File: src/rtl/keypad_pkg.sv
// keypad_pkg: shared definitions for the 4x4 matrix keypad scanner.
//   - state_t      : debounce FSM states
//   - NUM_ROWS/COLS: matrix geometry
//   - KEY_0..KEY_F : key codes (code = 4*row + col) for the calculator legend
//   - result_t     : 5-bit scan result, MSB = valid flag, low nibble = key code
//   - scan_result(): reduces a pressed-bit snapshot to one key or NONE
package keypad_pkg;

  typedef enum logic [1:0] {
    IDLE     = 2'd0,
    DEBOUNCE = 2'd1,
    PRESSED  = 2'd2,
    RELEASE  = 2'd3
  } state_t;

  localparam int NUM_ROWS = 4;
  localparam int NUM_COLS = 4;

  localparam logic [3:0] KEY_0 = 4'h0;
  localparam logic [3:0] KEY_1 = 4'h1;
  localparam logic [3:0] KEY_2 = 4'h2;
  localparam logic [3:0] KEY_3 = 4'h3;
  localparam logic [3:0] KEY_4 = 4'h4;
  localparam logic [3:0] KEY_5 = 4'h5;
  localparam logic [3:0] KEY_6 = 4'h6;
  localparam logic [3:0] KEY_7 = 4'h7;
  localparam logic [3:0] KEY_8 = 4'h8;
  localparam logic [3:0] KEY_9 = 4'h9;
  localparam logic [3:0] KEY_A = 4'hA;
  localparam logic [3:0] KEY_B = 4'hB;
  localparam logic [3:0] KEY_C = 4'hC;
  localparam logic [3:0] KEY_D = 4'hD;
  localparam logic [3:0] KEY_E = 4'hE;
  localparam logic [3:0] KEY_F = 4'hF;

  typedef logic [4:0] result_t;
  localparam result_t RESULT_NONE = 5'b0_0000;

  // Bit index of the snapshot equals the key code, so a single pressed bit
  // maps directly to its code. Zero or several pressed bits give NONE.
  function automatic result_t scan_result(input logic [15:0] pressed);
    int         n_pressed;
    logic [3:0] idx;
    n_pressed = 0;
    idx       = 4'd0;
    for (int i = 0; i < NUM_ROWS * NUM_COLS; i++) begin
      if (pressed[i]) begin
        n_pressed++;
        idx = 4'(i);
      end
    end
    return (n_pressed == 1) ? {1'b1, idx} : RESULT_NONE;
  endfunction

endpackage

File: src/rtl/keypad_scan_timer.sv
// keypad_scan_timer: column slot timing for the keypad scanner.
//   clk, rst  : clock, asynchronous active-low reset
//   col       : current column index 0..3, advances every SCAN_DIV cycles
//   slot_last : high on the last cycle of each column slot
//   scan_done : high on the last cycle of column 3 (full scan complete)
module keypad_scan_timer #(
  parameter int SCAN_DIV = 16
) (
  input  logic       clk,
  input  logic       rst,
  output logic [1:0] col,
  output logic       slot_last,
  output logic       scan_done
);

  localparam int CW = $clog2(SCAN_DIV);

  logic [CW-1:0] slot_cnt;

  // NOTE: sequential state uses non-blocking assignments so every flop
  // samples the pre-edge values regardless of statement order.
  always_ff @(posedge clk or negedge rst) begin
    if (!rst) begin
      slot_cnt <= '0;
      col      <= 2'd0;
    end else if (slot_last) begin
      slot_cnt <= '0;
      col      <= col + 2'd1;
    end else begin
      slot_cnt <= slot_cnt + 1'b1;
    end
  end

  assign slot_last = (slot_cnt == CW'(SCAN_DIV - 1));
  assign scan_done = slot_last && (col == 2'd3);

endmodule

File: src/rtl/keypad_scanner.sv
// keypad_scanner: 4x4 matrix keypad scanner with debounce, ghost reject and
// a valid/ack key handshake.
//   clk       : system clock
//   rst       : asynchronous reset, active-low
//   ROWIN     : keypad rows, active-low, asynchronous
//   KEY_ACK   : consumer acknowledge of KEY_CODE
//   COLSEL    : column drive, one-hot active-low
//   KEY_CODE  : accepted key code (4*row + col)
//   KEY_VALID : KEY_CODE holds an unacknowledged key
//   KEY_LOST  : sticky, a key event was dropped while KEY_VALID was high
// Optional feature: define KEYPAD_REPEAT_EN for auto-repeat every
// REPEAT_SCANS scans while a key stays held.
module keypad_scanner
  import keypad_pkg::*;
#(
  parameter int SCAN_DIV       = 16,
  parameter int DEBOUNCE_SCANS = 4,
  parameter int REPEAT_SCANS   = 32
) (
  input  logic       clk,
  input  logic       rst,
  input  logic [3:0] ROWIN,
  input  logic       KEY_ACK,
  output logic [3:0] COLSEL,
  output logic [3:0] KEY_CODE,
  output logic       KEY_VALID,
  output logic       KEY_LOST
);

  if (SCAN_DIV < 4 || DEBOUNCE_SCANS < 1 || DEBOUNCE_SCANS > 15 || REPEAT_SCANS < 1)
  begin : g_bad_params
    $error("keypad_scanner: parameter out of range");
  end

  localparam logic [4:0] DS = 5'(DEBOUNCE_SCANS);

  logic [1:0] col;
  logic       slot_last;
  logic       scan_done;

  keypad_scan_timer #(.SCAN_DIV(SCAN_DIV)) u_timer (
    .clk      (clk),
    .rst      (rst),
    .col      (col),
    .slot_last(slot_last),
    .scan_done(scan_done)
  );

  assign COLSEL = ~(4'b0001 << col);

  // Row synchronizer; idle (released) level is all-ones.
  logic [3:0] row_meta, row_sync;

  always_ff @(posedge clk or negedge rst) begin
    if (!rst) begin
      row_meta <= 4'b1111;
      row_sync <= 4'b1111;
    end else begin
      row_meta <= ROWIN;
      row_sync <= row_meta;
    end
  end

  // Snapshot holds pressed bits (active-high) at index 4*row + col.
  logic [15:0] snapshot;

  // NOTE: the snapshot is a flop array with a reset because a stale pressed
  // bit left over after reset would be evaluated as a real key.
  always_ff @(posedge clk or negedge rst) begin
    if (!rst) begin
      snapshot <= '0;
    end else if (slot_last) begin
      for (int r = 0; r < NUM_ROWS; r++) begin
        snapshot[r * NUM_COLS + int'(col)] <= ~row_sync[r];
      end
    end
  end

  // Column 3 is captured in the same cycle the scan is evaluated, so the
  // evaluation uses the live rows for that column instead of the stored bits.
  logic [15:0] scan_view;
  result_t     result;

  always_comb begin
    scan_view = snapshot;
    for (int r = 0; r < NUM_ROWS; r++) begin
      scan_view[r * NUM_COLS + NUM_COLS - 1] = ~row_sync[r];
    end
  end

  assign result = scan_result(scan_view);

  // Debounce FSM
  state_t     state, state_next;
  logic [3:0] cand, cand_next;
  logic [3:0] cnt, cnt_next;
  logic [3:0] rcnt, rcnt_next;
  logic       emit;
  logic       match;
  logic [4:0] cnt_inc, rcnt_inc;

`ifdef KEYPAD_REPEAT_EN
  localparam int RW = $clog2(REPEAT_SCANS + 1);
  logic [RW-1:0] rep_cnt, rep_cnt_next, rep_inc;
  assign rep_inc = rep_cnt + 1'b1;
`endif

  assign match    = (result == {1'b1, cand});
  assign cnt_inc  = {1'b0, cnt} + 5'd1;
  assign rcnt_inc = {1'b0, rcnt} + 5'd1;

  always_ff @(posedge clk or negedge rst) begin
    if (!rst) begin
      state <= IDLE;
      cand  <= 4'd0;
      cnt   <= 4'd0;
      rcnt  <= 4'd0;
`ifdef KEYPAD_REPEAT_EN
      rep_cnt <= '0;
`endif
    end else begin
      state <= state_next;
      cand  <= cand_next;
      cnt   <= cnt_next;
      rcnt  <= rcnt_next;
`ifdef KEYPAD_REPEAT_EN
      rep_cnt <= rep_cnt_next;
`endif
    end
  end

  // NOTE: every output of this block is given a default first, so no path
  // leaves a signal unassigned and no latch is inferred.
  always_comb begin
    state_next = state;
    cand_next  = cand;
    cnt_next   = cnt;
    rcnt_next  = rcnt;
    emit       = 1'b0;
`ifdef KEYPAD_REPEAT_EN
    rep_cnt_next = rep_cnt;
`endif
    if (scan_done) begin
      unique case (state)
        IDLE: begin
          if (result[4]) begin
            state_next = DEBOUNCE;
            cand_next  = result[3:0];
            cnt_next   = 4'd1;
          end
        end
        DEBOUNCE: begin
          if (match) begin
            if (cnt_inc >= DS) begin
              emit       = 1'b1;
              state_next = PRESSED;
              cnt_next   = 4'd0;
            end else begin
              cnt_next = cnt_inc[3:0];
            end
          end else if (result[4]) begin
            cand_next = result[3:0];
            cnt_next  = 4'd1;
          end else begin
            state_next = IDLE;
            cnt_next   = 4'd0;
          end
        end
        PRESSED: begin
          if (!match) begin
            state_next = RELEASE;
            rcnt_next  = 4'd1;
          end else begin
`ifdef KEYPAD_REPEAT_EN
            if (rep_inc == RW'(REPEAT_SCANS)) begin
              emit         = 1'b1;
              rep_cnt_next = '0;
            end else begin
              rep_cnt_next = rep_inc;
            end
`endif
          end
        end
        RELEASE: begin
          if (result == RESULT_NONE) begin
            if (rcnt_inc >= DS) begin
              state_next = IDLE;
              rcnt_next  = 4'd0;
            end else begin
              rcnt_next = rcnt_inc[3:0];
            end
          end else if (match) begin
            state_next = PRESSED;
            rcnt_next  = 4'd0;
          end else begin
            // A different key while the old one may still be bouncing:
            // debounce it from scratch, no emission yet.
            state_next = DEBOUNCE;
            cand_next  = result[3:0];
            cnt_next   = 4'd1;
            rcnt_next  = 4'd0;
          end
        end
        default: state_next = IDLE;
      endcase
    end
`ifdef KEYPAD_REPEAT_EN
    if (state_next == PRESSED && state != PRESSED) begin
      rep_cnt_next = '0;
    end
`endif
  end

  // Key handshake: an emission wins over a plain acknowledge; an emission
  // accompanied by KEY_ACK replaces the consumed code.
  always_ff @(posedge clk or negedge rst) begin
    if (!rst) begin
      KEY_CODE  <= 4'd0;
      KEY_VALID <= 1'b0;
      KEY_LOST  <= 1'b0;
    end else if (emit) begin
      if (!KEY_VALID || KEY_ACK) begin
        KEY_CODE  <= cand;
        KEY_VALID <= 1'b1;
      end else begin
        KEY_LOST <= 1'b1;
      end
    end else if (KEY_VALID && KEY_ACK) begin
      KEY_VALID <= 1'b0;
      KEY_LOST  <= 1'b0;
    end
  end

endmodule

File: config.mk
export PLATFORM = sky130hd
export DESIGN_NAME = keypad_scanner
export DESIGN_NICKNAME = d
export VERILOG_FILES = /design/src/rtl/keypad_pkg.sv /design/src/rtl/keypad_scan_timer.sv /design/src/rtl/keypad_scanner.sv
export SDC_FILE = /design/constraint.sdc
export NUM_CORES = 1
export LEC_CHECK = 0
export CAP_MARGIN = 0
export CORE_MARGIN = 1.5
export CORE_UTILIZATION = 55
export DETAILED_ROUTE_END_ITERATION = 8
export PLACE_DENSITY_LB_ADDON = 0.15
export SLEW_MARGIN = 10
export SYNTH_ARGS = -nofsm -noshare
export SYNTH_HDL_FRONTEND = slang
export SYNTH_HIERARCHICAL = 1
export SYNTH_SLANG_ARGS = --single-unit
File: constraint.sdc
create_clock -name clk -period 9.6 [get_ports clk]
set_input_delay 2.4 -clock clk [delete_from_list [all_inputs] [get_ports clk]]
set_output_delay 2.4 -clock clk [all_outputs]
set_load 0.1 [all_outputs]
### Word-level counts from Yosys, hierarchy flattened

Index checks and enable logic that the tools add are counted.

| storage, ports and cells | value |
|---|---|
| register bits | 50 |
| bits in latches | 0 |
| memory bits (writable) | 0 |
| ROM bits | 0 |
| bits of input ports | 7 |
| output and inout bits | 10 |
| word-level logic and storage cells | 165 |
| memories | 0 |

| operators by class | value |
|---|---|
| add/sub/neg operators | 22 |
| $mul | 0 |
| divide/modulo/power cells | 0 |
| order comparisons | 10 |
| eq/ne operators | 17 |
| shifts and indexed selects | 1 |
| multiplexer cells | 78 |
| bitwise gates (word level) | 5 |
| reductions and logical operators | 20 |

Operators with widths:

| kind | number |
|---|---|
| 32-bit by 2-bit adder with 32-bit output (second input constant) | 15 |
| 32-bit 2-to-1 mux | 15 |
| 4-bit 2-to-1 mux | 26 |
| 16-bit bitwise mux | 4 |
| 32-bit by 2-bit equality test with 1-bit output (second input constant) | 1 |
| 4-bit one-hot mux with 3 select lines | 2 |
| 1-bit 2-to-1 mux | 16 |
| 2-bit 2-to-1 mux | 8 |
| 1-bit demux with 4-bit select | 3 |
| 2-bit inequality test (second input constant) | 6 |
| 4-bit by 1-bit adder with 5-bit output (second input constant) | 2 |
| 4-bit by 2-bit adder with 5-bit output (first input constant) | 2 |
| 5-bit by 1-bit >= comparator with 1-bit output (second input constant) | 2 |
| 5-bit by 3-bit >= comparator with 1-bit output (second input constant) | 2 |
| 5-bit < comparator (second input constant) | 2 |
| 5-bit AND reduction | 2 |
| 3-bit inequality test (second input constant) | 3 |
| 2-bit one-hot mux with 4 select lines | 1 |
| 4-bit one-hot mux with 2 select lines | 1 |
| 2-bit equality test (second input constant) | 3 |
| 1-bit logical AND | 6 |
| 2-bit AND reduction | 3 |
| 6-bit AND reduction | 1 |
| 5-bit equality test | 1 |
| 22 further kinds | 26 |

### Longest topological paths before layout

Gate-level depths: netlist of run 1.

| depth | value |
|---|---|
| word-level depth | 39 |
| depth in mapped cells | 46 |
| depth with buffers taken out | 46 |

### Modules after synthesis

Netlist of run 1, hierarchy kept.

Modules (own cells, without submodules):

| module | times used | cells an instance | area an instance (um^2) | sequential area each (um^2) |
|---|---|---|---|---|
| keypad_scanner | 1 | 479 | 4,110.2 | 1,011.0 |
| keypad_scan_timer | 1 | 20 | 272.8 | 150.1 |

### Worst setup path after synthesis of run 1

OpenSTA, ideal clock, no wires.

| timing | value |
|---|---|
| kind | reg2reg |
| start | register snapshot[1] |
| end | register KEY_CODE[0] |
| setup time | 0.128 ns |
| data arrival time | 9.342 ns |
| data required time | 9.472 ns |
| slack | 0.130 ns |
| stages on the path, launching flop included | 47 |
| path buffers | 0 |
| period minus slack after synthesis | 9.470 ns |
| path through | dfrtp_1 inv_1 ha_1 xor2_1 ha_1 nand2b_1 nand2_1 ha_1 mux2_2 ha_1 nand2_1 o211ai_1 ha_1 nand2_1 o21a_1 nand3_1 ha_1 nor2_1 (+11 left out) a31oi_1 ha_1 a21oi_1 a41oi_1 ha_1 mux2_2 ha_1 mux2_2 ha_1 nor3_1 a22oi_1 a21oi_1 o21ai_0 a211oi_4 nand2_2 or4_4 nor2_4 mux2_1 |

| between the ends | value |
|---|---|
| cells in the longest elaborated chain, start to end | 36 |
| elaborated cells on any way between the ends | 51 |
| classes of those cells | add/sub: 14; eq/ne: 2; mux: 34; reduce/logical: 1 |

RTL lines:

| element | RTL line | text |
|---|---|---|
| start, declared | keypad_scanner.sv:65 | `logic [15:0] snapshot;` |
| start signal, assigned by index | keypad_scanner.sv:74 | `snapshot[r * NUM_COLS + int'(col)] <= ~row_sync[r];` |
| 32-bit 2-to-1 mux | keypad_pkg.sv:47 | `if (pressed[i]) begin` |
| 32-bit by 2-bit adder with 32-bit output | keypad_pkg.sv:48 | `n_pressed++;` |
| 32-bit 2-to-1 mux | keypad_pkg.sv:47 |  |
| 32-bit by 2-bit adder with 32-bit output | keypad_pkg.sv:48 |  |
| 32-bit 2-to-1 mux | keypad_pkg.sv:47 |  |
| 32-bit by 2-bit adder with 32-bit output | keypad_pkg.sv:48 |  |
| 32-bit 2-to-1 mux | keypad_pkg.sv:47 |  |
| 32-bit by 2-bit adder with 32-bit output | keypad_pkg.sv:48 |  |
| (+20 left out) | -- |  |
| 32-bit 2-to-1 mux | keypad_pkg.sv:47 |  |
| 32-bit by 2-bit equality test with 1-bit output | keypad_pkg.sv:52 | `return (n_pressed == 1) ? {1'b1, idx} : RESULT_NONE;` |
| 5-bit 2-to-1 mux * | keypad_pkg.sv:52 |  |
| 5-bit equality test * | keypad_scanner.sv:108 | `assign match = (result == {1'b1, cand});` |
| 1-bit 2-to-1 mux * | keypad_scanner.sv:153 | `if (match) begin` |
| 1-bit 2-to-1 mux * | keypad_scanner.sv:144 | `unique case (state)` |
| 1-bit 2-to-1 mux * | keypad_scanner.sv:143 | `if (scan_done) begin` |
| 2-bit AND reduction (no source line) * | -- |  |
| end signal, assigned | keypad_scanner.sv:223 | `KEY_CODE <= cand;` |
| end, declared | keypad_scanner.sv:25 | `output logic [3:0] KEY_CODE,` |

Mark *: on every way between the ends. The rest lies on a longest branch, timed or not.
A chain may end at the register's enable or synchronous reset.

### Worst setup path in the final report of run 1

| timing | value |
|---|---|
| start | register snapshot[0] |
| end | register cand[2] |

| between the ends | value |
|---|---|
| cells in the longest elaborated chain, start to end | 36 |
| elaborated cells on any way between the ends | 44 |
| classes of those cells | add/sub: 15; eq/ne: 5; mux: 22; reduce/logical: 2 |

RTL lines:

| element | RTL line | text |
|---|---|---|
| 1-bit 2-to-1 mux * | keypad_pkg.sv:47 |  |
| 32-bit by 2-bit adder with 32-bit output | keypad_pkg.sv:48 |  |
| 32-bit 2-to-1 mux * | keypad_pkg.sv:47 |  |
| 32-bit by 2-bit adder with 32-bit output | keypad_pkg.sv:48 |  |
| 32-bit 2-to-1 mux * | keypad_pkg.sv:47 |  |
| 32-bit by 2-bit adder with 32-bit output | keypad_pkg.sv:48 |  |
| 32-bit 2-to-1 mux * | keypad_pkg.sv:47 |  |
| 32-bit by 2-bit adder with 32-bit output | keypad_pkg.sv:48 |  |
| (+20 left out) | -- |  |
| 32-bit 2-to-1 mux * | keypad_pkg.sv:47 |  |
| 32-bit by 2-bit adder with 32-bit output | keypad_pkg.sv:48 |  |
| 32-bit 2-to-1 mux * | keypad_pkg.sv:47 |  |
| 32-bit by 2-bit equality test with 1-bit output * | keypad_pkg.sv:52 |  |
| 5-bit 2-to-1 mux * | keypad_pkg.sv:52 |  |
| 5-bit equality test, or another cell as far along | keypad_scanner.sv:108 |  |
| 2-bit inequality test (no source line), or another cell as far along | -- |  |
| 5-bit AND reduction (no source line) or 4-bit one-hot mux with 3 select lines (tied branches) | -- |  |
| end signal, assigned | keypad_scanner.sv:123 | `cand <= cand_next;` |
| end, declared | keypad_scanner.sv:95 | `logic [3:0] cand, cand_next;` |

Mark *: on every way between the ends. The rest lies on a longest branch, timed or not. The select of a mux whose other input is x is not followed.

==> qor.csv, run 1 <==
stage,metric,value,unit
pwr,post-layout-total-power,1.26,mW
pwr,ir_worst_vdd,0.000125,V
pwr,powerDensity,252,nW/um^2
setup_path,slowest_stage,dfrtp_1,
setup_path,startpoint,snapshot[0]$_DFFE_PN0P_,
setup_path,r2r_end,cand[2]$_DFFE_PN0P_,
synthesis,synth_top_cells_by_area,"dfrtp_1 22%, ha_1 6.0%, dfstp_2 4.8%",
setup_path,reg2reg_slack,0.34,ns
clock_tree,cts_buffer_depth,2,
placed_design,port_buffers,16,
synthesis,netlist_area,4380,um^2
global_routing,grt_pass1_wl,15700,um
clock_tree,h-tree-depth,2,
global_routing,grt_max_degree,47,
clock_tree,cts_root_buffer,clkbuf_8,
synthesis,synth_common_cells,"56 x nand2_1, 38 x dfrtp_1, 36 x o21ai_0",
floorplan,coreArea,7730,um^2
final_layout,final_layout_size_suffix_gt1_share,20.9,%
global_routing,use_met3,2.40,%
synthesis,ys_ff_latch,46,
routing,post_drt_wl_per_cell,14.8,um
setup_path,startpoint_type,flop,
timing,tightest_slew,0.982,ns
placed_design,place_congestion,0.910,
setup_path,required,9.78,ns
final_layout,multi_input_area,3220,um^2
global_routing,antenna_found_initial,0,
setup_path,path_common_cell,ha_1,
clock_tree,hold_buffers,0,
clock_tree,numClockSinks,46,
run,maxCapViolCount,0,
timing,finalHoldViolations,0,
global_routing,met2_usage,38.8,%
synthesis,synth.yosys.seq_area_share,26.5,%
routing,vias,3677,
timing,report.final.slew_viol_count,0,
routing,drt-initial-drc-count,165,
synthesis,synth_cell_type_count,92,
synthesis,syn_area_per_cell,8.78,um^2
timing,setup_viol,0,
synthesis,yosysTopAreaCell,dfrtp_1,
status,outcome,"complete, no violations",
clock_tree,cts_buffers,5,
routing,drc,0,
clock_tree,tritoncts,built,
synthesis,yosysTopAreaCellShare,21.7,%
pwr,p_leak,2.10,nW
timing,period_share,96.5,%
floorplan,ioPinCount,17,
global_routing,grt_busiest_layer,met2,
synthesis,synthFlopType,dfrtp_1,
pwr,sw_frac_of_total,45.0,%
setup_path,path_class,flop to flop,
floorplan,dieHeight,92.3,um
global_routing,gr-total-overflow,0,
floorplan,die_area,8510,um^2
final_layout,nFillCells,642,
pwr,p_int,0.693,mW
global_routing,grt.met1_usage,29.7,%
placed_design,placed_cell_area,4630,um^2
final_layout,seqCellArea,1160,um^2
pwr,power.switching,0.566,mW
final_layout,fin_area,4990,um^2
floorplan,start_util,56.7,%
timing,clock.fmax,108,MHz
synthesis,async_reset_ff_share,100,%
worst_hold_path,min_path_type,flop to flop,
timing,period_needed,9.26,ns
final_layout,syn2layout_area_growth,13.9,%
routing,vias_per_cell,5.89,
final_layout,fin_nets,549,
timing,finClkSkew,0.00467,ns
setup_path,arrival,9.44,ns
pwr,power_frac_comb,73.9,%
worst_hold_path,hold_path.startpoint,row_meta[2]$_DFF_PN1_,
synthesis,post-synth-top-count-cell,nand2_1,
routing,first_pass_iters,5,
pwr,clock_power_share,9.4,%
setup_path,crit_fanout,4,
placed_design,hpwl,6880,um
timing,relSlewSlack,34.5,%
synthesis,ys_warn_count,6,
floorplan,rows,32,
routing,wl,9260,um
global_routing,track_usage,22.5,%
setup_path,endpoint_kind,flop,
final_layout,n_antenna_cell,0,
pwr,seq_power_share,16.7,%
clock_tree,clk_pin_slew_worst_paths,0.08,ns
synthesis,synth_edf_count,0,
routing,ant_nets,0,
setup_path,cpPeakStageDelay,0.41,ns
synthesis,syn_nets,527,
setup_path,r2r-start,snapshot[0]$_DFFE_PN0P_,
floorplan,die_w,92.3,um
setup_path,rr_worst_depth,47,
global_routing,grt_pass1_vias,3480,
clock_tree,insertion_delay,0.29,ns
setup_path,critPathCapture,cand[2]$_DFFE_PN0P_,
synthesis,syn_inst,499,
## cell families after synthesis
logic type / Yosys count / synth area share, %
AO/OA/AOI/OAI: 126 / 21.1
flip-flops: 46 / 26.5
XOR/XNOR: 46 / 13.0
adder cells (fa/ha/maj): 21 / 5.99
multiplexers: 20 / 5.17
AND/OR/NAND/NOR: 194 / 23.9
buffers and inverters: 46 / 4.34
## per-layer routing
metal,vias up,wire length [um]
li1,1859,-
met5,-,0
met1,1759,4340
met4,0,126
met2,50,4600
met3,9,206
## critical path: cells and delay by family, from the launching register on
family          cells  cell delay [ns]
fa+ha+maj          14             3.77
flops               1             0.41
xor+xnor            1             0.18
compound gates     13             1.87
simple gates       12             1.16
buf+inv             2             0.23
mux                 5             1.49
## sequential cells by signal, indices dropped and copies added (netlist names)
register,cells
KEY_CODE,4
KEY_LOST,1
KEY_VALID,1
cand,4
cnt,4
rcnt,4
row_meta,4
row_sync,4
snapshot,12
state,2
u_timer/col,2
u_timer/slot_cnt,4
## cell usage in the layout (no fill, tap or decap), types with 7 or more instances in the layout
master	synthesis	layout
xnor2_1	24	23
clkdlybuf4s50_1	0	15
buf_4	0	16
inv_1	26	24
a21oi_1	18	16
or2_2	8	8
dfstp_2	8	8
ha_1	21	14
o21ai_0	36	33
nand3_1	13	12
nand2_1	56	53
nor2b_1	9	9
dfrtp_1	38	37
xor2_1	8	7
nor2_1	29	24
o211ai_1	10	10
nand2b_1	12	12
nor3_1	13	12
nand4_1	7	7
## worst min path at each step
stage | endpoint | slack (ns) | cells past startpoint
6_report | row_sync[2]$_DFF_PN1_ | 0.36 | 0
5_1_grt | row_sync[2]$_DFF_PN1_ | 0.36 | 0
4_1_cts | row_sync[2]$_DFF_PN1_ | 0.36 | 0
3_5_place_dp | row_sync[2]$_DFF_PN1_ | 0.35 | 0
3_3_place_gp | row_sync[0]$_DFF_PN1_ | 0.35 | 0
2_1_floorplan | row_sync[0]$_DFF_PN1_ | 0.35 | 0
## final cells by class
type	instances	area share (%)
Clock buffer	7	1.73
Clock inverter	1	0.100
Inverter	28	2.11
Multi-Input combinational cell	407	64.5
Sequential cell	46	23.3
Tap cell	102	2.56
Timing Repair Buffer	33	5.74
## metrics by stage
| stage | util, % | hold slack [ns] | setup TNS [ns] | cells | setup slack [ns] |
|---|---|---|---|---|---|
| 6_report | 64.6 | 0.357 | 0 | 624 | 0.339 |
| 5_1_grt | 64.6 | 0.361 | -0.204 | 624 | -0.0491 |
| 4_1_cts | 62.4 | 0.359 | 0 | 618 | 0.00305 |
| 3_5_place_dp | 59.9 | 0.347 | -2.42 | 605 | -0.261 |
| 3_3_place_gp | 59.9 | 0.346 | 0 | 605 | 0.0661 |
| 2_1_floorplan | - | 0.345 | 0 | 499 | 0.130 |
## power by group through the flow
stage | Clock [mW] | Combinational [mW] | Sequential [mW]
after floorplan | 0 | 0.624 | 0.208
after global placement | 0 | 0.748 | 0.213
after detailed placement | 0 | 0.769 | 0.213
after CTS | 0.123 | 0.826 | 0.210
after global routing | 0.131 | 1.02 | 0.212
final | 0.118 | 0.930 | 0.210
## timing repair
action	4_1_cts	5_1_grt
buffers inserted	5	6
setup endpoints to repair	13	20
gates resized for setup	14	27
pin swaps	8	10
(Power assumes the default switching activity.)
==> inputs of run 2 (changes only) <==
- CORE_UTILIZATION: 55 -> 56
==> run 2 against run 1 <==
  * Clock skew decreased by 0.00055 ns
  * Sequential power about the same
  * Critical endpoint is now KEY_CODE[1]$_DFFE_PN0P_
  * Critical path depth decreased by 1
  * Sequential share of layout area about the same
==> qor.csv, run 2 (same netlist as run 1, synthesis figures left out) <==
stage,metric,value,unit,change
status,outcome,"complete, no violations",,
clock_tree,cts_buffer_depth,2,,unchanged
setup_path,startpoint_type,flop,,
placed_design,hpwl,7000,um,+1.7%
setup_path,slowest_stage,or4_4,,
placed_design,port_buffers,16,,unchanged
final_layout,final_common_cell,nand2_1,,
final_layout,post-route-util,65.2,%,+0.64 points
floorplan,start_util,57.3,%,+0.59 points
setup_path,arrival,9.41,ns,-0.03 ns
floorplan,ioPinCount,17,,unchanged
final_layout,fin_area,4990,um^2,about the same
clock_tree,tritoncts,built,,
setup_path,required,9.78,ns,about the same
setup_path,crit_fanout,4,,unchanged
timing,finClkSkew,0.00412,ns,-0.000551 ns
timing,setup_viol,0,,unchanged
pwr,p_leak,2.09,nW,-0.75%
floorplan,die_area,8370,um^2,-1.7%
worst_hold_path,min_path_type,flop to flop,,
routing,vias,3778,,+2.7%
floorplan,dieHeight,91.5,um,-0.87%
floorplan,rows,32,,unchanged
final_layout,top_register,snapshot,,
global_routing,grt_pass1_vias,3515,,+1.0%
setup_path,endpoint_kind,flop,,
timing,clock.fmax,108,MHz,+0.29%
final_layout,fin_nets,550,,+0.18%
final_layout,final_layout_size_suffix_gt1_share,21.0,%,+0.15 points
clock_tree,numClockSinks,46,,unchanged
timing,tightest_slew,0.982,ns,-0.000341 ns
timing,holdWs,0.353,ns,-0.00443 ns
pwr,powerDensity,245,nW/um^2,-2.8%
clock_tree,cts_buffers,5,,unchanged
final_layout,largest_reg_flops,12,,unchanged
timing,finalHoldViolations,0,,unchanged
global_routing,grt_max_degree,47,,unchanged
global_routing,grt_pass1_wl,16000,um,+1.6%
final_layout,layout_common_cells,"52 x nand2_1, 38 x dfrtp_1, 33 x o21ai_0",,
setup_path,cpPeakStageDelay,0.57,ns,+0.16 ns
global_routing,track_usage,23.0,%,+0.47 points
setup_path,path_delay_family,adder cells,,
routing,wl,9510,um,+2.6%
clock_tree,hold_buffers,0,,unchanged
timing,period_needed,9.23,ns,-0.0272 ns
timing,report.final.slew_viol_count,0,,unchanged
setup_path,path_common_cell,ha_1,,
clock_tree,h-tree-depth,2,,unchanged
setup_path,reg2reg_slack,0.37,ns,+0.03 ns
final_layout,syn2layout_area_growth,13.8,%,about the same
clock_tree,insertion_delay,0.29,ns,about the same
routing,vias_per_cell,6.04,,+2.6%
routing,ant_nets,0,,unchanged
clock_tree,clk_pin_slew_worst_paths,0.08,ns,about the same
timing,period_share,96.2,%,-0.28 points
setup_path,critPathBufInv,1,,-1
placed_design,place_congestion,0.896,,-1.6%
routing,drc,0,,unchanged
clock_tree,cts_root_buffer,clkbuf_8,,
global_routing,antenna_found_initial,0,,unchanged
global_routing,gr-total-overflow,0,,unchanged
setup_path,path_class,flop to flop,,
final_layout,n_antenna_cell,0,,unchanged
timing,relSlewSlack,34.4,%,-0.18 points
pwr,ir_worst_vdd,0.000134,V,+6.9%
floorplan,coreArea,7650,um^2,-1.0%
floorplan,die_w,91.5,um,-0.87%
pwr,post-layout-total-power,1.22,mW,-2.8%
routing,drt-initial-drc-count,182,,+10%
placed_design,placed_cell_area,4620,um^2,-0.16%
final_layout,nFillCells,634,,-1.2%
routing,first_pass_iters,4,,-1
routing,post_drt_wl_per_cell,15.2,um,+2.5%
run,maxCapViolCount,0,,unchanged
==> run 2: changes by cell type in the layout (fill, tap and decap cells not counted), sizes merged <==
cell,previous run,this run
clkbuf,7,8
clkinv,1,0
buf,18,19
==> run 2: layout make-up <==
type | instances | area (um^2) | area share (%)
clock buffers | 8 | 80.1 | 1.60
inverters | 28 | 105 | 2.11
multi-input cells | 407 | 3220 | 64.6
flip-flops and latches | 46 | 1160 | 23.3
well taps | 102 | 128 | 2.56
repair buffers | 34 | 294 | 5.89
==> run 2: final timing paths <==
| path | depth (start not counted) | start | endpoint |
|---|---|---|---|
| worst max register to register | 46 | snapshot[0]$_DFFE_PN0P_ | KEY_CODE[1]$_DFFE_PN0P_ |
| max in group asynchronous | 1 | rst | u_timer/col[0]$_DFFE_PN0N_ |
| min in group asynchronous | 1 | rst | u_timer/slot_cnt[2]$_DFF_PN0_ |
| worst max-delay path | 46 | snapshot[0]$_DFFE_PN0P_ | KEY_CODE[1]$_DFFE_PN0P_ |
| worst min-delay path | 0 | row_meta[1]$_DFF_PN1_ | row_sync[1]$_DFF_PN1_ |
| worst min register to register | 0 | row_meta[1]$_DFF_PN1_ | row_sync[1]$_DFF_PN1_ |
==> run 2: what timing repair did <==
action,4_1_cts,5_1_grt
pin swaps,6,12
gates cloned,0,0
buffers inserted,7,6
setup endpoints to repair,9,20
resized for setup,9,31
==> run 2: power by group <==
group          internal, mW  total (mW)  switching [mW]
clock                0.0518       0.111          0.0590
combinational         0.415       0.902           0.487
sequential            0.200       0.210          0.0109
==> run 2: layer usage <==
metal / vias up / GRT usage, % / wire, um
met5: - / 0 / 0
met4: 0 / 7.55 / 200
met3: 19 / 2.35 / 278
met2: 81 / 39.2 / 4640
met1: 1800 / 30.4 / 4390
li1: 1878 / - / -
==> run 2: through the flow <==
step / setup slack (ns) / TNS [ns] / std cells
finish: 0.367 / 0 / 625
floorplan: 0.130 / 0 / 499
global route: -0.0753 / -0.287 / 625
global placement: 0.153 / 0 / 604
detailed placement: -0.176 / -1.15 / 604
CTS: 0.0177 / 0 / 619
==> inputs of run 3 (changes only) <==
- HOLD_SLACK_MARGIN: not set -> 0.08
==> results of run 3 <==
Same layout as run 2: the final DEF is identical, and so are final timing and power.
==> RTL change 1 (settings of run 2) <==
The option `KEYPAD_REPEAT_EN` is turned on by a define.
--- a/src/rtl/keypad_scanner.sv
+++ b/src/rtl/keypad_scanner.sv
@@ -10,6 +10,8 @@
 //   KEY_LOST  : sticky, a key event was dropped while KEY_VALID was high
 // Optional feature: define KEYPAD_REPEAT_EN for auto-repeat every
 // REPEAT_SCANS scans while a key stays held.
+`define KEYPAD_REPEAT_EN
+
 module keypad_scanner
   import keypad_pkg::*;
 #(
Formal check against the unedited RTL: same outputs for any inputs over 10 cycles, from zero or initial values and one cycle with rst low; that may be too few to reach the edited logic, so the function may still have changed.
==> RTL change 1 against run 2 <==
  * Critical path depth increased by 4
  * Setup slack got worse by 260 ps
  * Sequential power increased by 12%
  * Synthesized area increased by 19%
  * Die area increased by 18%
  * Sequential cell count increased by 6
  * Power increased by 46%
  * Design area increased by 36%
  * Routed wire length increased by 52%
==> RTL change 1: results <==
group,metric,value,unit
worst_setup_path,path_max_fanout,5,
worst_setup_path,r2r_slack,110,ps
pwr,powerClk,0.155,mW
synthesis,ys_top_cells_by_count,"nand2_1 (77), dfrtp_1 (44), nor2_1 (38), inv_1 (29), o21ai_0 (28)",
global_route,grt_max_degree,53,
global_route,grt.met3_usage,3.23,%
layout,sh_seq_area,19.3,%
layout,fillers,636,
layout,multi_input_gates,490,
layout,area_delta_synth_final,30.5,%
global_route,gr-usage-met1,33.7,%
layout,final_design_area_no_fill,0.00680,mm²
pwr,vdd_drop_max,176,µV
layout,nonClockInverterCount,31,
worst_hold_path,hold_end,"row_sync[2]",
worst_setup_path,cpPeakStageDelay,530,ps
timing,skew,12.7,ps
synthesis,ys_types,100,
pwr,internal_power,1.02,mW
layout,buf_share,12.9,%
route,wl,14.4,mm
clock_network,clock_latency,320,ps
route,avgRoutedWirePerCell,18.0,µm
route,dr_wl_met3,561,µm
layout,final_layout_size_suffix_gt1_share,33.3,%
global_route,grt_pass1_vias,4888,
timing,fin_crit,9490,ps
synthesis,syn_area_per_cell,8.76,µm²
route,wl_met2,7.48,mm
place,preCtsSetupSlack,-307,ps
global_route,grtUsageMet2,51.1,%
global_route,grt_use_total,28.1,%
status,status,"completed",
timing,holdWs,349,ps
layout,n_clock_buffer,6,
clock_network,cts_resized,24,
RTL change 1: changes by cell type in the layout (fill, tap and decap cells not counted), sizes merged, moves of 5 or more:
| cell | run 2 | this run |
|---|---|---|
| ha | 21 | 27 |
| o21ai | 37 | 29 |
| a21oi | 18 | 28 |
| dfrtp | 38 | 44 |
| a211oi | 5 | 10 |
| nand3 | 13 | 20 |
| nor2 | 30 | 39 |
| nand4 | 8 | 3 |
| and3 | 4 | 12 |
| nand2 | 57 | 77 |
| buf | 19 | 92 |
| o21a | 1 | 6 |
| o221ai | 0 | 5 |
| mux2i | 5 | 11 |
RTL change 1: logic make-up after synthesis:
group / after synthesis / synth area share, %
XOR/XNOR: 50 / 13.3
multiplexers: 23 / 4.78
flip-flops: 52 / 25.2
buffers and inverters: 53 / 4.32
AO/OA/AOI/OAI: 146 / 21.0
AND/OR/NAND/NOR: 243 / 24.7
adder cells (fa/ha/maj): 28 / 6.67
==> RTL change 2 (config.mk and constraints of run 2) <==
Without the edit above. Add an input register stage for `KEY_ACK`; this delays it by one clock. The other inputs are not delayed to match.
--- a/src/rtl/keypad_scanner.sv
+++ b/src/rtl/keypad_scanner.sv
@@ -27,6 +27,12 @@
   output logic       KEY_LOST
 );
 
+  logic KEY_ACK_q;
+
+  always_ff @(posedge clk) begin
+    KEY_ACK_q <= KEY_ACK;
+  end
+
   if (SCAN_DIV < 4 || DEBOUNCE_SCANS < 1 || DEBOUNCE_SCANS > 15 || REPEAT_SCANS < 1)
   begin : g_bad_params
     $error("keypad_scanner: parameter out of range");
@@ -219,13 +225,13 @@
       KEY_VALID <= 1'b0;
       KEY_LOST  <= 1'b0;
     end else if (emit) begin
-      if (!KEY_VALID || KEY_ACK) begin
+      if (!KEY_VALID || KEY_ACK_q) begin
         KEY_CODE  <= cand;
         KEY_VALID <= 1'b1;
       end else begin
         KEY_LOST <= 1'b1;
       end
-    end else if (KEY_VALID && KEY_ACK) begin
+    end else if (KEY_VALID && KEY_ACK_q) begin
       KEY_VALID <= 1'b0;
       KEY_LOST  <= 1'b0;
     end
Formal check against the unedited RTL: no difference found for any inputs over 10 cycles, from zero or initial values and one cycle with rst low; that may be too few to reach the edited logic, so the function may still have changed.
==> RTL change 2 against run 2 <==
  * Combinational power rose by 5.4%
  * Setup slack improved by 180 ps
  * Count of clock-buffer cells in the layout fell by 3
  * Synthesized area fell by 3.4%
  * Clock skew barely moved
  * Sequential share of layout area rose by 1.6 points
  * Sequential cell count rose by 1
  * Power rose by 9.4%
  * Design area fell by 4.9%
  * Utilization fell by 0.20 points
  * Routed wire length fell by 10%
==> RTL change 2: results <==
group,metric,value,unit
status,status,"completed",
pwr,vdd_drop_max,194,µV
worst_hold_path,hold_end,"row_sync[0]",
pwr,power_leakage,1.95,nW
route,top_layer_used,"met4",
clock_network,hold_buffers,0,
clock_network,clk_pin_slew,90,ps
worst_setup_path,rr_worst_depth,49,
route,num_vias,3319,
synthesis,synth_mux_area_share,4.02,%
worst_setup_path,worst_path_max_delay_cell,"dfrtp_1",
worst_hold_path,holdCritStartpoint,"row_meta[0]",
clock_network,htreeDepth,2,
layout,num_antenna_cells,0,
global_route,grt_pass1_wl,14.7,mm
global_route,grt_use_total,21.5,%
timing,tightest_slew,1020,ps
clock_network,cts_root_buffer,"clkbuf_8",
place,dpl_cell_area,0.00441,mm²
global_route,grt_max_degree,47,
clock_network,numCtsBuffers,5,
worst_setup_path,r2r_start,"snapshot[0]",
synthesis,ys_top_cells_by_count,"nand2_1 (59), dfrtp_1 (38), nor2_1 (33), o21ai_0 (32)",
global_route,grt_pass1_vias,3172,
layout,final_layout_size_suffix_gt1_share,18.6,%
worst_setup_path,r2r-end,"KEY_CODE[2]",
route,wl_met1,4.07,mm
route,wl_met2,4.18,mm
synthesis,synth_nets,492,
place,preCtsSetupSlack,191,ps
worst_setup_path,arrival,9240,ps
worst_setup_path,cpPeakStageDelay,410,ps
global_route,antenna_found_initial,0,
place,finalWeightedCongestion,0.802,
synthesis,yosysSeqAreaShare,27.9,%
synthesis,synth.area.top_cells,"dfrtp_1 (22%), ha_1 (6.2%), nand2_1 (5.2%)",
synthesis,ys_types,90,
route,dr_wl_met3,196,µm
route,initialDrtViolationCount,149,
worst_setup_path,r2r_slack,540,ps
clock_network,clock_latency,300,ps
synthesis,synth-xor-area-share,15.3,%
timing,skew,4.51,ps
timing,fin_crit,9060,ps
layout,largest_register,"snapshot",
place,place_hpwl,6.03,mm
layout,layout.nets,506,
synthesis,synth_async_sr_flop_share,97.9,%
synthesis,synthAdderAreaFrac,6.68,%
clock_network,cts_buffer_depth,2,
synthesis,synth_compound_area_share,17.9,%
route,wl,8.53,mm
layout,fillers,640,
place,place.port_buffers,16,
worst_setup_path,path_max_fanout,5,
-- RTL change 2: routing by layer --
metal	vias up	track usage [%]
li1	1682	-
met1	1572	28.9
met2	59	37.2
met3	6	2.37
met4	0	5.29
met5	-	0
-- RTL change 2: cells by family after synthesis --
group / after synthesis
and+or+nand+nor: 191
AOI/OAI and AO/OA: 107
xor gates and xnor gates: 48
DFF: 47
buffers and inverters: 34
adders and majority gates: 23
muxes: 14
-- RTL change 2: worst max path at each step --
| stage | endpoint | slack, ps | cells after the start |
|---|---|---|---|
| after floorplan | KEY_CODE[0] | 770 | 48 |
| after global placement | KEY_CODE[3] | 400 | 48 |
| after detailed placement | KEY_CODE[3] | 190 | 48 |
| after CTS | KEY_CODE[2] | 160 | 48 |
| after global routing | KEY_CODE[0] | -120 | 49 |
| final | KEY_CODE[2] | 540 | 49 |
-- RTL change 2: per-stage QoR --
stage	utilization, %	hold slack (ps)	instances
after global routing	65.0	354	578
after global placement	60.5	346	559
after floorplan	-	345	464
after CTS	62.4	355	567
final	65.0	355	578
after detailed placement	60.5	347	559
-- RTL change 2: worst reg2reg max path, delay by kind of cell (launching register included) --
family | cells | cell delay, ps
DFF | 1 | 410
AOI/OAI and AO/OA | 10 | 1050
adders and majority gates | 14 | 3910
and+or+nand+nor | 16 | 1950
muxes | 4 | 1050
buffers and inverters | 4 | 390
xor gates and xnor gates | 1 | 190
-- RTL change 2: layout make-up --
class / instances / area, µm² / area share, %
Tap cell: 99 / 124 / 2.61
Timing Repair Buffer: 26 / 230 / 4.85
Inverter: 13 / 48.8 / 1.03
Sequential cell: 47 / 1180 / 24.9
Clock inverter: 3 / 67.6 / 1.42
Clock buffer: 5 / 68.8 / 1.45
Multi-Input combinational cell: 385 / 3020 / 63.7
-- RTL change 2: what timing repair did --
action | CTS | global route
endpoints found under the setup margin | 0 | 20
gates resized for setup | 0 | 19
setup buffers | 0 | 9
-- RTL change 2: report_power, final --
part	switching (mW)	internal (mW)	leakage, nW
Clock	0.0687	0.104	0.0644
Sequential	0.0107	0.204	0.581
Combinational	0.532	0.419	1.30
